[src/rtl/dmem_arbiter.sv]
// Two-requester arbiter/sequencer for the 32x16 data memory: fixed priority
// with a burst limit, one access per clock, registered read return per requester.

module dmem_rd_ret #(
  parameter int DW = 16
) (
  input  logic          clk_i,
  input  logic          rst,
  input  logic          i_take,
  input  logic [DW-1:0] i_rdata,
  output logic          o_rvalid,
  output logic [DW-1:0] o_rdata
);
  logic          r_rvalid;
  logic [DW-1:0] r_rdata;

  // rdata holds until the next read for this requester
  always_ff @(posedge clk_i or negedge rst) begin
    if (!rst) begin
      r_rvalid <= 1'b0;
      r_rdata  <= '0;
    end else begin
      r_rvalid <= i_take;
      if (i_take) r_rdata <= i_rdata;
    end
  end

  assign o_rvalid = r_rvalid;
  assign o_rdata  = r_rdata;
endmodule

module dmem_arbiter #(
  parameter int AW        = 5,
  parameter int DW        = 16,
  parameter int MAX_BURST = 4
) (
  input  logic          clk_i,
  input  logic          rst,
  input  logic          r0_req_i,
  input  logic          r0_we_i,
  input  logic [AW-1:0] r0_adr_i,
  input  logic [DW-1:0] r0_data_i,
  output logic          r0_gnt_o,
  output logic [DW-1:0] r0_rdata_o,
  output logic          r0_rvalid_o,
  input  logic          r1_req_i,
  input  logic          r1_we_i,
  input  logic [AW-1:0] r1_adr_i,
  input  logic [DW-1:0] r1_data_i,
  output logic          r1_gnt_o,
  output logic [DW-1:0] r1_rdata_o,
  output logic          r1_rvalid_o,
  output logic          mem_ena_wr_o,
  output logic [AW-1:0] mem_adr_o,
  output logic [DW-1:0] mem_data_o,
  input  logic [DW-1:0] mem_rdata_i,
  output logic [1:0]    owner_o
);
  localparam int NREQ = 2;
  localparam int CW   = $clog2(MAX_BURST + 1);
  localparam logic [CW-1:0] MAXC = CW'(MAX_BURST);

  typedef enum logic [1:0] {IDLE = 2'd0, OWN0 = 2'd1, OWN1 = 2'd2} state_t;

  state_t        r_state, w_state_nxt;
  logic [CW-1:0] r_cnt, w_cnt_nxt;
  logic          w_under;

  logic [NREQ-1:0]         w_req, w_we, w_gnt_raw, w_gnt, w_rvalid;
  logic [NREQ-1:0][AW-1:0] w_adr;
  logic [NREQ-1:0][DW-1:0] w_data, w_rdata;

  assign w_req  = {r1_req_i, r0_req_i};
  assign w_we   = {r1_we_i, r0_we_i};
  assign w_adr  = {r1_adr_i, r0_adr_i};
  assign w_data = {r1_data_i, r0_data_i};
  assign w_under = (r_cnt < MAXC);

  // The current owner keeps the port while under its burst limit or uncontested
  always_comb begin
    w_gnt_raw = '0;
    case (r_state)
      OWN0: begin
        if (w_req[0] && (w_under || !w_req[1])) w_gnt_raw[0] = 1'b1;
        else if (w_req[1])                      w_gnt_raw[1] = 1'b1;
      end
      OWN1: begin
        if (w_req[1] && (w_under || !w_req[0])) w_gnt_raw[1] = 1'b1;
        else if (w_req[0])                      w_gnt_raw[0] = 1'b1;
      end
      default: begin
        if (w_req[0])      w_gnt_raw[0] = 1'b1;
        else if (w_req[1]) w_gnt_raw[1] = 1'b1;
      end
    endcase
  end

  // Reset aborts the in-flight transfer combinationally, so no write escapes
  assign w_gnt = w_gnt_raw & {NREQ{rst}};

  always_comb begin
    w_state_nxt = IDLE;
    w_cnt_nxt   = '0;
    if (w_gnt[0]) begin
      w_state_nxt = OWN0;
      w_cnt_nxt   = (r_state != OWN0) ? CW'(1) : (r_cnt == MAXC) ? MAXC : r_cnt + CW'(1);
    end else if (w_gnt[1]) begin
      w_state_nxt = OWN1;
      w_cnt_nxt   = (r_state != OWN1) ? CW'(1) : (r_cnt == MAXC) ? MAXC : r_cnt + CW'(1);
    end
  end

  always_ff @(posedge clk_i or negedge rst) begin
    if (!rst) begin
      r_state <= IDLE;
      r_cnt   <= '0;
    end else begin
      r_state <= w_state_nxt;
      r_cnt   <= w_cnt_nxt;
    end
  end

  always_comb begin
    mem_ena_wr_o = 1'b0;
    mem_adr_o    = '0;
    mem_data_o   = '0;
    for (int k = 0; k < NREQ; k++) begin
      if (w_gnt[k]) begin
        mem_ena_wr_o = w_we[k];
        mem_adr_o    = w_adr[k];
        mem_data_o   = w_data[k];
      end
    end
  end

  genvar g;
  generate
    for (g = 0; g < NREQ; g++) begin : g_ret
      dmem_rd_ret #(.DW(DW)) u_ret (
        .clk_i    (clk_i),
        .rst      (rst),
        .i_take   (w_gnt[g] & ~w_we[g]),
        .i_rdata  (mem_rdata_i),
        .o_rvalid (w_rvalid[g]),
        .o_rdata  (w_rdata[g])
      );
    end
  endgenerate

  assign r0_gnt_o    = w_gnt[0];
  assign r1_gnt_o    = w_gnt[1];
  assign r0_rvalid_o = w_rvalid[0];
  assign r1_rvalid_o = w_rvalid[1];
  assign r0_rdata_o  = w_rdata[0];
  assign r1_rdata_o  = w_rdata[1];
  assign owner_o     = r_state;
endmodule

[config.mk]
export PLATFORM = sky130hd
export DESIGN_NAME = dmem_arbiter
export DESIGN_NICKNAME = d
export VERILOG_FILES = /design/src/rtl/dmem_arbiter.sv
export SDC_FILE = /design/constraint.sdc
export NUM_CORES = 1
export LEC_CHECK = 0
export CORE_UTILIZATION = 37
export CTS_CLUSTER_SIZE = 40
export DETAILED_ROUTE_END_ITERATION = 8
export PLACE_DENSITY_LB_ADDON = 0.2
export REMOVE_ABC_BUFFERS = 1
export SLEW_MARGIN = 20
export SYNTH_ARGS = -nofsm -noshare
export SYNTH_HDL_FRONTEND = slang
export SYNTH_HIERARCHICAL = 1
export SYNTH_SLANG_ARGS = --single-unit
[constraint.sdc]
create_clock -name clk_i -period 3.19 [get_ports clk_i]
set_input_delay 0.4785 -clock clk_i [delete_from_list [all_inputs] [get_ports clk_i]]
set_output_delay 0.4785 -clock clk_i [all_outputs]
set_load 0.01 [all_outputs]
==> run summary, run 1 <==
CTS Buffer Depth -> 2
top cell type's share of synthesized area -> 48.8%
Critical Path RT -> 2.71 ns
clock share of power -> 22.5%
max incr delay on CP -> 0.52 ns
Fillers -> 415
DP Area -> 0.00326 mm^2
CP Buf/Inv Count -> 3
status -> completed
Max Clock Freq -> 0.324 GHz
Setup Viol. Count Final -> 0
worst slew pin tran -> 0.640 ns
gr ovfl total -> 0
vias in the first global route -> 1392
antenna violations before repair -> 0
Final Power -> 1800 uW
Via density -> 4.63
core area -> 0.00517 mm^2
critical path class -> reg2out
cell count after placement -> 325
async set or reset register ratio after synthesis -> 100%
via count -> 1559
drt first pass iters -> 4
DRC Markers -> 0
switching part of the total -> 26.1%
NetSw -> 471 uW
Seq/Total Area, Yosys -> 48.8%
kind of start point of the critical path -> flop
Setup crit end kind -> output port
most common cell in the netlist -> dfrtp_1
I/O pin cnt -> 124
fin. max-slew vios -> 0
n_diodes -> 0
clock sink count -> 39
Top FF cell, synth -> dfrtp_1
fraction of layout cells with a size suffix above 1 -> 22.8%
antenna violation net count after detailed routing -> 0
leakage -> 0.00149 uW
Internal Power -> 1330 uW
H-tree Lvls -> 2
Pwr Density -> 528 mW/mm^2
final hold viol count -> 0
CP arrival -> 2.61 ns
die height -> 75.6 um
yosys warns -> 6
max_slew headroom -> 57.2%
Detailed Place HPWL -> 3870 um
Avg Synthesized Cell Area -> 14.6 um^2
first-pass GRT wire length -> 7110 um
CTS root buffer -> clkbuf_8
die area -> 0.00571 mm^2
Nets -> 334
row cnt -> 26
Min Clock Period, post-route -> 3.09 ns
Yosys reg bits -> 39
R2R Path Start -> owner_o[0]$_DFF_PN0_
# hold bufs at CTS -> 0
ratio of final minimum period to clock period -> 96.9%
Critical Path Slowest Stage Cell -> or4b_4
Detailed Route WL -> 5150 um
wire length per cell -> 15.3 um
cells after synthesis -> 137
GRT Util Overall -> 16.8%
Flop pwr share -> 38.1%
Buffers on Ports -> 123
CTS tree -> built
GPL Wtd Cong -> 0.811
Num CTS Buffers -> 5
Clk Latency, worst-skew pair -> 0.29 ns
clock-pin transition on the worst setup and hold timing paths -> 0.08 ns
Cell Area, Synth -> 0.00200 mm^2
number of max-cap violations -> 0
FF-to-FF path depth -> 9
DIE WIDTH -> 75.6 um
Synth area leaders -> dfrtp_1 (49%), mux2_4 (15%), a22o_1 (8.8%)
maximum VDD drop -> 0.259 mV
1st-iter DRT viols -> 62
largest net degree at the start of global routing -> 40
Initial Util -> 38.7%
flop2flop setup slack -> 0.76 ns
Comb power frac -> 39.4%
reg2reg end -> g_ret[1].u_ret/o_rdata[2]$_DFFE_PN0P_
final cell count without fillers -> 337
Layout area overhead -> 70.4%
CP Cell Sequence -> inv_1 > ha_1 > or4b_4 > o211ai_4 > a21oi_4 > buf_12 > a22o_1 > clkdlybuf4s50_1
post-synth top area cell -> dfrtp_1
Hold WC Path Type -> in2async
Post-synth EDFFs -> 0
Finished Cell Area -> 0.00341 mm^2
top post-synthesis cells by count -> dfrtp_1 (39), a22o_1 (20), mux2_4 (20)
final core occ -> 66.0%
Cell variety after synth -> 27
Top delay family on crit path -> buffers and inverters
CP Max Fanout -> 22
clock skew -> 0.00563 ns
==> layout by cell type, fill, tap and decap left out, types with 2 or more instances in the layout <==
master / Yosys / final
clkdlybuf4s50_1: 0 / 119
dfrtp_1: 39 / 39
a22o_1: 20 / 20
mux2_4: 20 / 20
mux2_2: 12 / 12
buf_4: 0 / 6
inv_1: 5 / 5
nand2_1: 5 / 5
clkbuf_8: 0 / 5
ha_1: 4 / 4
and2_1: 3 / 3
dlymetal6s2s_1: 0 / 3
a31o_1: 2 / 2
a22o_2: 2 / 2
buf_12: 2 / 2
==> per-stage QoR <==
step | TNS (ns) | worst slack [ns] | hold slack, ns
6_report | 0 | 0.0994 | 0.285
4_1_cts | 0 | 0.0699 | 0.298
5_1_grt | -0.00222 | -0.00222 | 0.324
2_1_floorplan | -1.22 | -0.121 | 0.183
3_5_place_dp | 0 | 0.191 | 0.491
3_3_place_gp | 0 | 0.215 | 0.491
==> state kept, by name (all words and copies together) (netlist names) <==
name / flops
r_cnt: 3
owner_o: 2
g_ret.u_ret/o_rvalid: 2
g_ret.u_ret/o_rdata: 32
==> per-layer routing <==
layer	part of all wire [%]	GRT usage [%]	vias to the layer above	routed length, um
li1	-	-	760	-
met1	45	24.0	754	2320
met2	49	25.2	40	2510
met3	5.2	4.76	5	267
met4	0.78	4.32	0	40
met5	0	0	-	0
==> area by class of cell <==
| type | count | area [um^2] | area share (%) |
|---|---|---|---|
| Clock buffer | 5 | 68.8 | 2.02 |
| Multi-Input combinational cell | 84 | 898 | 26.3 |
| Sequential cell | 39 | 976 | 28.6 |
| Clock inverter | 3 | 43.8 | 1.28 |
| Tap cell | 70 | 87.6 | 2.57 |
| Timing Repair Buffer | 131 | 1320 | 38.7 |
| Inverter | 5 | 18.8 | 0.550 |
==> worst max path at each step <==
stage | start | depth (start not counted) | endpoint
after CTS | owner_o[0]$_DFF_PN0_ | 8 | mem_data_o[3]
after floorplan | owner_o[0]$_DFF_PN0_ | 7 | g_ret[1].u_ret/o_rdata[0]$_DFFE_PN0P_
after global routing | owner_o[0]$_DFF_PN0_ | 8 | mem_data_o[3]
after global placement | r1_req_i | 7 | mem_adr_o[1]
after detailed placement | r1_req_i | 7 | mem_ena_wr_o
final | owner_o[0]$_DFF_PN0_ | 8 | mem_data_o[3]
==> repair_timing <==
| action | CTS | global route |
|---|---|---|
| endpoints found under the setup margin | 0 | 19 |
| gates resized for setup | 0 | 3 |
| setup buffers | 0 | 4 |
==> cell families (layout without fill, tap and decap cells) <==
family | count (synthesis) | after routing | synth area share [%]
compound gates | 32 | 32 | 15.4
fa+ha+maj | 4 | 4 | 2.50
buf+inv | 14 | 144 | 6.88
flops | 39 | 39 | 48.8
mux | 32 | 32 | 21.8
simple gates | 16 | 16 | 4.75
==> power by group through the flow <==
stage	combinational (uW)	clock, uW	sequential (uW)
2_1_floorplan	224	0	751
3_3_place_gp	706	0	690
3_5_place_dp	710	0	694
4_1_cts	712	417	687
5_1_grt	760	445	702
6_report	710	406	685
Note: power is estimated with default switching activity, not from simulation.
==> run 2: changes to the inputs <==
--- a/config.mk
+++ b/config.mk
@@ -5,7 +5,9 @@
 export SDC_FILE = /design/constraint.sdc
 export NUM_CORES = 1
 export LEC_CHECK = 0
-export CORE_UTILIZATION = 37
+export ABC_AREA = 1
+export CORE_ASPECT_RATIO = 0.6
+export CORE_UTILIZATION = 38
 export CTS_CLUSTER_SIZE = 40
 export DETAILED_ROUTE_END_ITERATION = 8
 export PLACE_DENSITY_LB_ADDON = 0.2
==> run 2 against run 1 <==
Effect of this change: the run now ends with DRC left; global-route usage rose by 4.1 points; area after synthesis is 5.1% higher; clock skew grew 0.0026 ns; die area up 2.5%; critical endpoint is now mem_adr_o[4]; sequential share of layout area about the same; via count up 38%; worst hold slack improved by 0.077 ns.
==> run summary, run 2 <==
vias in the first global route -> 1968 (was 1392)
Cell variety after synth -> 19 (was 27)
CTS tree -> built (unchanged)
post-synth top area cell -> dfrtp_1 (unchanged)
Seq/Total Area, Yosys -> 46.4% (was 48.8%)
clock sink count -> 39 (unchanged)
largest net degree at the start of global routing -> 43 (was 40)
max_slew headroom -> 65.3% (was 57.2%)
Via density -> 4.61 (was 4.63)
GPL Wtd Cong -> 0.761 (was 0.811)
CP Max Fanout -> 26 (was 22)
Fillers -> 438 (was 415)
DRC Markers -> 4 (was 0)
yosys warns -> 6 (unchanged)
drt first pass iters -> 6 (was 4)
Largest register FFs -> 32 (unchanged)
Max Clock Freq -> 0.343 GHz (was 0.324 GHz)
first-pass GRT wire length -> 9490 um (was 7110 um)
reg2reg end -> g_ret[1].u_ret/o_rdata[5]$_DFFE_PN0P_ (was g_ret[1].u_ret/o_rdata[2]$_DFFE_PN0P_)
fin. max-slew vios -> 0 (unchanged)
clock skew -> 0.00826 ns (was 0.00563 ns)
Pwr Density -> 873 mW/mm^2 (was 528 mW/mm^2)
Critical path origin -> r0_req_i (was owner_o[0]$_DFF_PN0_)
Min Clock Period, post-route -> 2.92 ns (was 3.09 ns)
I/O pin cnt -> 124 (unchanged)
Initial Util -> 40.4% (was 38.7%)
gr ovfl total -> 0 (unchanged)
cell count after placement -> 460 (was 325)
top post-synthesis cells by count -> nand2_1 (156), dfrtp_1 (39), nand3_1 (27) (was dfrtp_1 (39), a22o_1 (20), mux2_4 (20))
Num CTS Buffers -> 5 (unchanged)
CP Cell Sequence -> clkdlybuf4s50_1 > nand2_1 > nand2_1 > nand2_1 > nand3_1 > nand2_1 > inv_4 > nand3_1 > nand2_1 > clkdlybuf4s50_1 (was inv_1 > ha_1 > or4b_4 > o211ai_4 > a21oi_4 > buf_12 > a22o_1 > clkdlybuf4s50_1)
Top FF cell, synth -> dfrtp_1 (unchanged)
Yosys reg bits -> 39 (unchanged)
kind of start point of the critical path -> input pin (was flop)
CTS Buffer Depth -> 2 (unchanged)
Detailed Route WL -> 5930 um (was 5150 um)
CTS root buffer -> clkbuf_8 (unchanged)
row cnt -> 20 (was 26)
clock-pin transition on the worst setup and hold timing paths -> 0.08 ns (about the same)
Hold WC Path Type -> in2async (unchanged)
flop2flop setup slack -> 1.18 ns (was 0.76 ns)
Post-synth EDFFs -> 0 (unchanged)
die area -> 0.00585 mm^2 (was 0.00571 mm^2)
number of max-cap violations -> 0 (unchanged)
Synth area leaders -> dfrtp_1 (46%), nand2_1 (28%), nand3_1 (6.4%) (was dfrtp_1 (49%), mux2_4 (15%), a22o_1 (8.8%))
Critical Path RT -> 2.71 ns (about the same)
n_diodes -> 0 (unchanged)
die height -> 59.6 um (was 75.6 um)
violated checks -> DRC
via count -> 2156 (was 1559)
Multi-input gate area -> 910 um^2 (was 898 um^2)
Critical Path Slowest Stage Cell -> clkdlybuf4s50_1 (was or4b_4)
Setup Viol. Count Final -> 0 (unchanged)
H-tree Lvls -> 2 (unchanged)
RSZ-0062 raised after global routing -> no
1st-iter DRT viols -> 91 (was 62)
setup TNS -> 0 ns (unchanged)
Buffers on Ports -> 123 (unchanged)
cells after synthesis -> 278 (was 137)
Cell Area, Synth -> 0.00210 mm^2 (was 0.00200 mm^2)
Critical Path Sink -> mem_adr_o[4] (was mem_data_o[3])
fraction of layout cells with a size suffix above 1 -> 7.46% (was 22.8%)
commonest cells after routing, fill and taps aside -> nand2_1 (156), clkdlybuf4s50_1 (122), dfrtp_1 (39) (was clkdlybuf4s50_1 (119), dfrtp_1 (39), a22o_1 (20), mux2_4 (20), mux2_2 (12))
Nets -> 469 (was 334)
FF-to-FF path depth -> 11 (was 9)
antenna violation net count after detailed routing -> 0 (unchanged)
most common cell in the netlist -> nand2_1 (was dfrtp_1)
top cell type's share of synthesized area -> 46.4% (was 48.8%)
Detailed Place HPWL -> 4500 um (was 3870 um)
GRT Util Overall -> 21.0% (was 16.8%)
async set or reset register ratio after synthesis -> 100% (unchanged)
wire length per cell -> 12.7 um (was 15.3 um)
Setup crit end kind -> output port (unchanged)
antenna violations before repair -> 0 (unchanged)
status -> finished with violations (was completed)
most used cell, CP -> nand2_1
maximum VDD drop -> 0.451 mV (was 0.259 mV)
worst slew pin tran -> 0.520 ns (was 0.640 ns)
Layout area overhead -> 62.3% (was 70.4%)
CP arrival -> 2.44 ns (was 2.61 ns)
final cell count without fillers -> 468 (was 337)
ratio of final minimum period to clock period -> 91.4% (was 96.9%)
leakage -> 0.00169 uW (was 0.00149 uW)
commonest non-fill, non-tap cell in the layout -> nand2_1 (was clkdlybuf4s50_1)
Reg area -> 976 um^2 (unchanged)
Clk Latency, worst-skew pair -> 0.29 ns (about the same)
core area -> 0.00520 mm^2 (was 0.00517 mm^2)
final hold viol count -> 0 (unchanged)
R2R Path Start -> owner_o[0]$_DFF_PN0_ (unchanged)
max incr delay on CP -> 0.55 ns (was 0.52 ns)
Avg Synthesized Cell Area -> 7.57 um^2 (was 14.6 um^2)
critical path class -> in2out (was reg2out)
DIE WIDTH -> 98.1 um (was 75.6 um)
==> run 2: changes by cell type after synthesis, sizes merged, moves of 2 or more <==
cell,previous run,this run
nor2,2,4
o2111a,2,0
o21ai,0,2
nand3,0,29
and2,3,0
inv,5,18
a22o,22,0
mux2,32,0
nand4,0,3
a31o,2,0
buf,9,12
nand2,5,166
==> run 2: area by class of cell <==
class                   count  area share, %
inverters                  18           2.42
clock buffers               5           2.01
flip-flops and latches     39           28.6
repair buffers            128           37.4
clock inverters             3          0.586
multi-input cells         209           26.6
well taps                  66           2.42
==> run 2: worst min path at each step <==
stage                                        endpoint
6_report        g_ret[0].u_ret/o_rdata[8]$_DFFE_PN0P_
5_1_grt         g_ret[0].u_ret/o_rdata[8]$_DFFE_PN0P_
4_1_cts         g_ret[0].u_ret/o_rdata[7]$_DFFE_PN0P_
3_5_place_dp    g_ret[1].u_ret/o_rdata[9]$_DFFE_PN0P_
3_3_place_gp   g_ret[0].u_ret/o_rdata[15]$_DFFE_PN0P_
2_1_floorplan   g_ret[0].u_ret/o_rdata[0]$_DFFE_PN0P_
==> run 2: stage by stage <==
| stage | hold WS, ns | total power, uW | worst slack [ns] | utilization, % | instance area, um^2 |
|---|---|---|---|---|---|
| after floorplan | 0.183 | 1640 | 0.908 | - | 1970 |
| after global placement | 0.453 | 2630 | 0.253 | 63.9 | 3320 |
| after CTS | 0.373 | 3010 | 0.174 | 65.6 | 3410 |
| after global routing | 0.389 | 3220 | 0.0640 | 65.6 | 3420 |
| after detailed placement | 0.462 | 2670 | 0.173 | 63.9 | 3320 |
| final | 0.362 | 2980 | 0.274 | 65.6 | 3420 |
==> run 2: timing repair <==
item / 4_1_cts / 5_1_grt
setup endpoints to repair: 0 / 16
buffers inserted: 0 / 0
hold buffers: 0 / 0
resized for setup: 0 / 2
==> run 2: logic make-up (layout without fill, tap and decap cells) <==
group                      Yosys count  count (layout)  synth area share [%]
and+or+nand+nor                    202             202                  40.1
DFF                                 39              39                  46.4
buffers and inverters               30             154                  10.4
adders and majority gates            4               4                  2.38
AOI/OAI and AO/OA                    3               3                 0.713
==> run 2: routing by layer <==
metal  vias up  wire [um]  global-route usage, %
met5         -          0                      0
met4         0          6                   5.41
met3         2        320                   6.13
met2        62       2980                   35.2
met1       993       2630                   27.0
li1       1099          -                      -
==> run 2: critical path, delay by kind of cell <==
family,cells,cell delay [ns]
buffers and inverters,3,1.35
AND/OR/NAND/NOR,7,0.60
==> run 2: power breakdown <==
part	switching, uW	leakage (uW)	internal (uW)
sequential	129	0.000494	709
clock	171	0.0000402	152
combinational	893	0.00116	930
total	1190	0.00169	1790
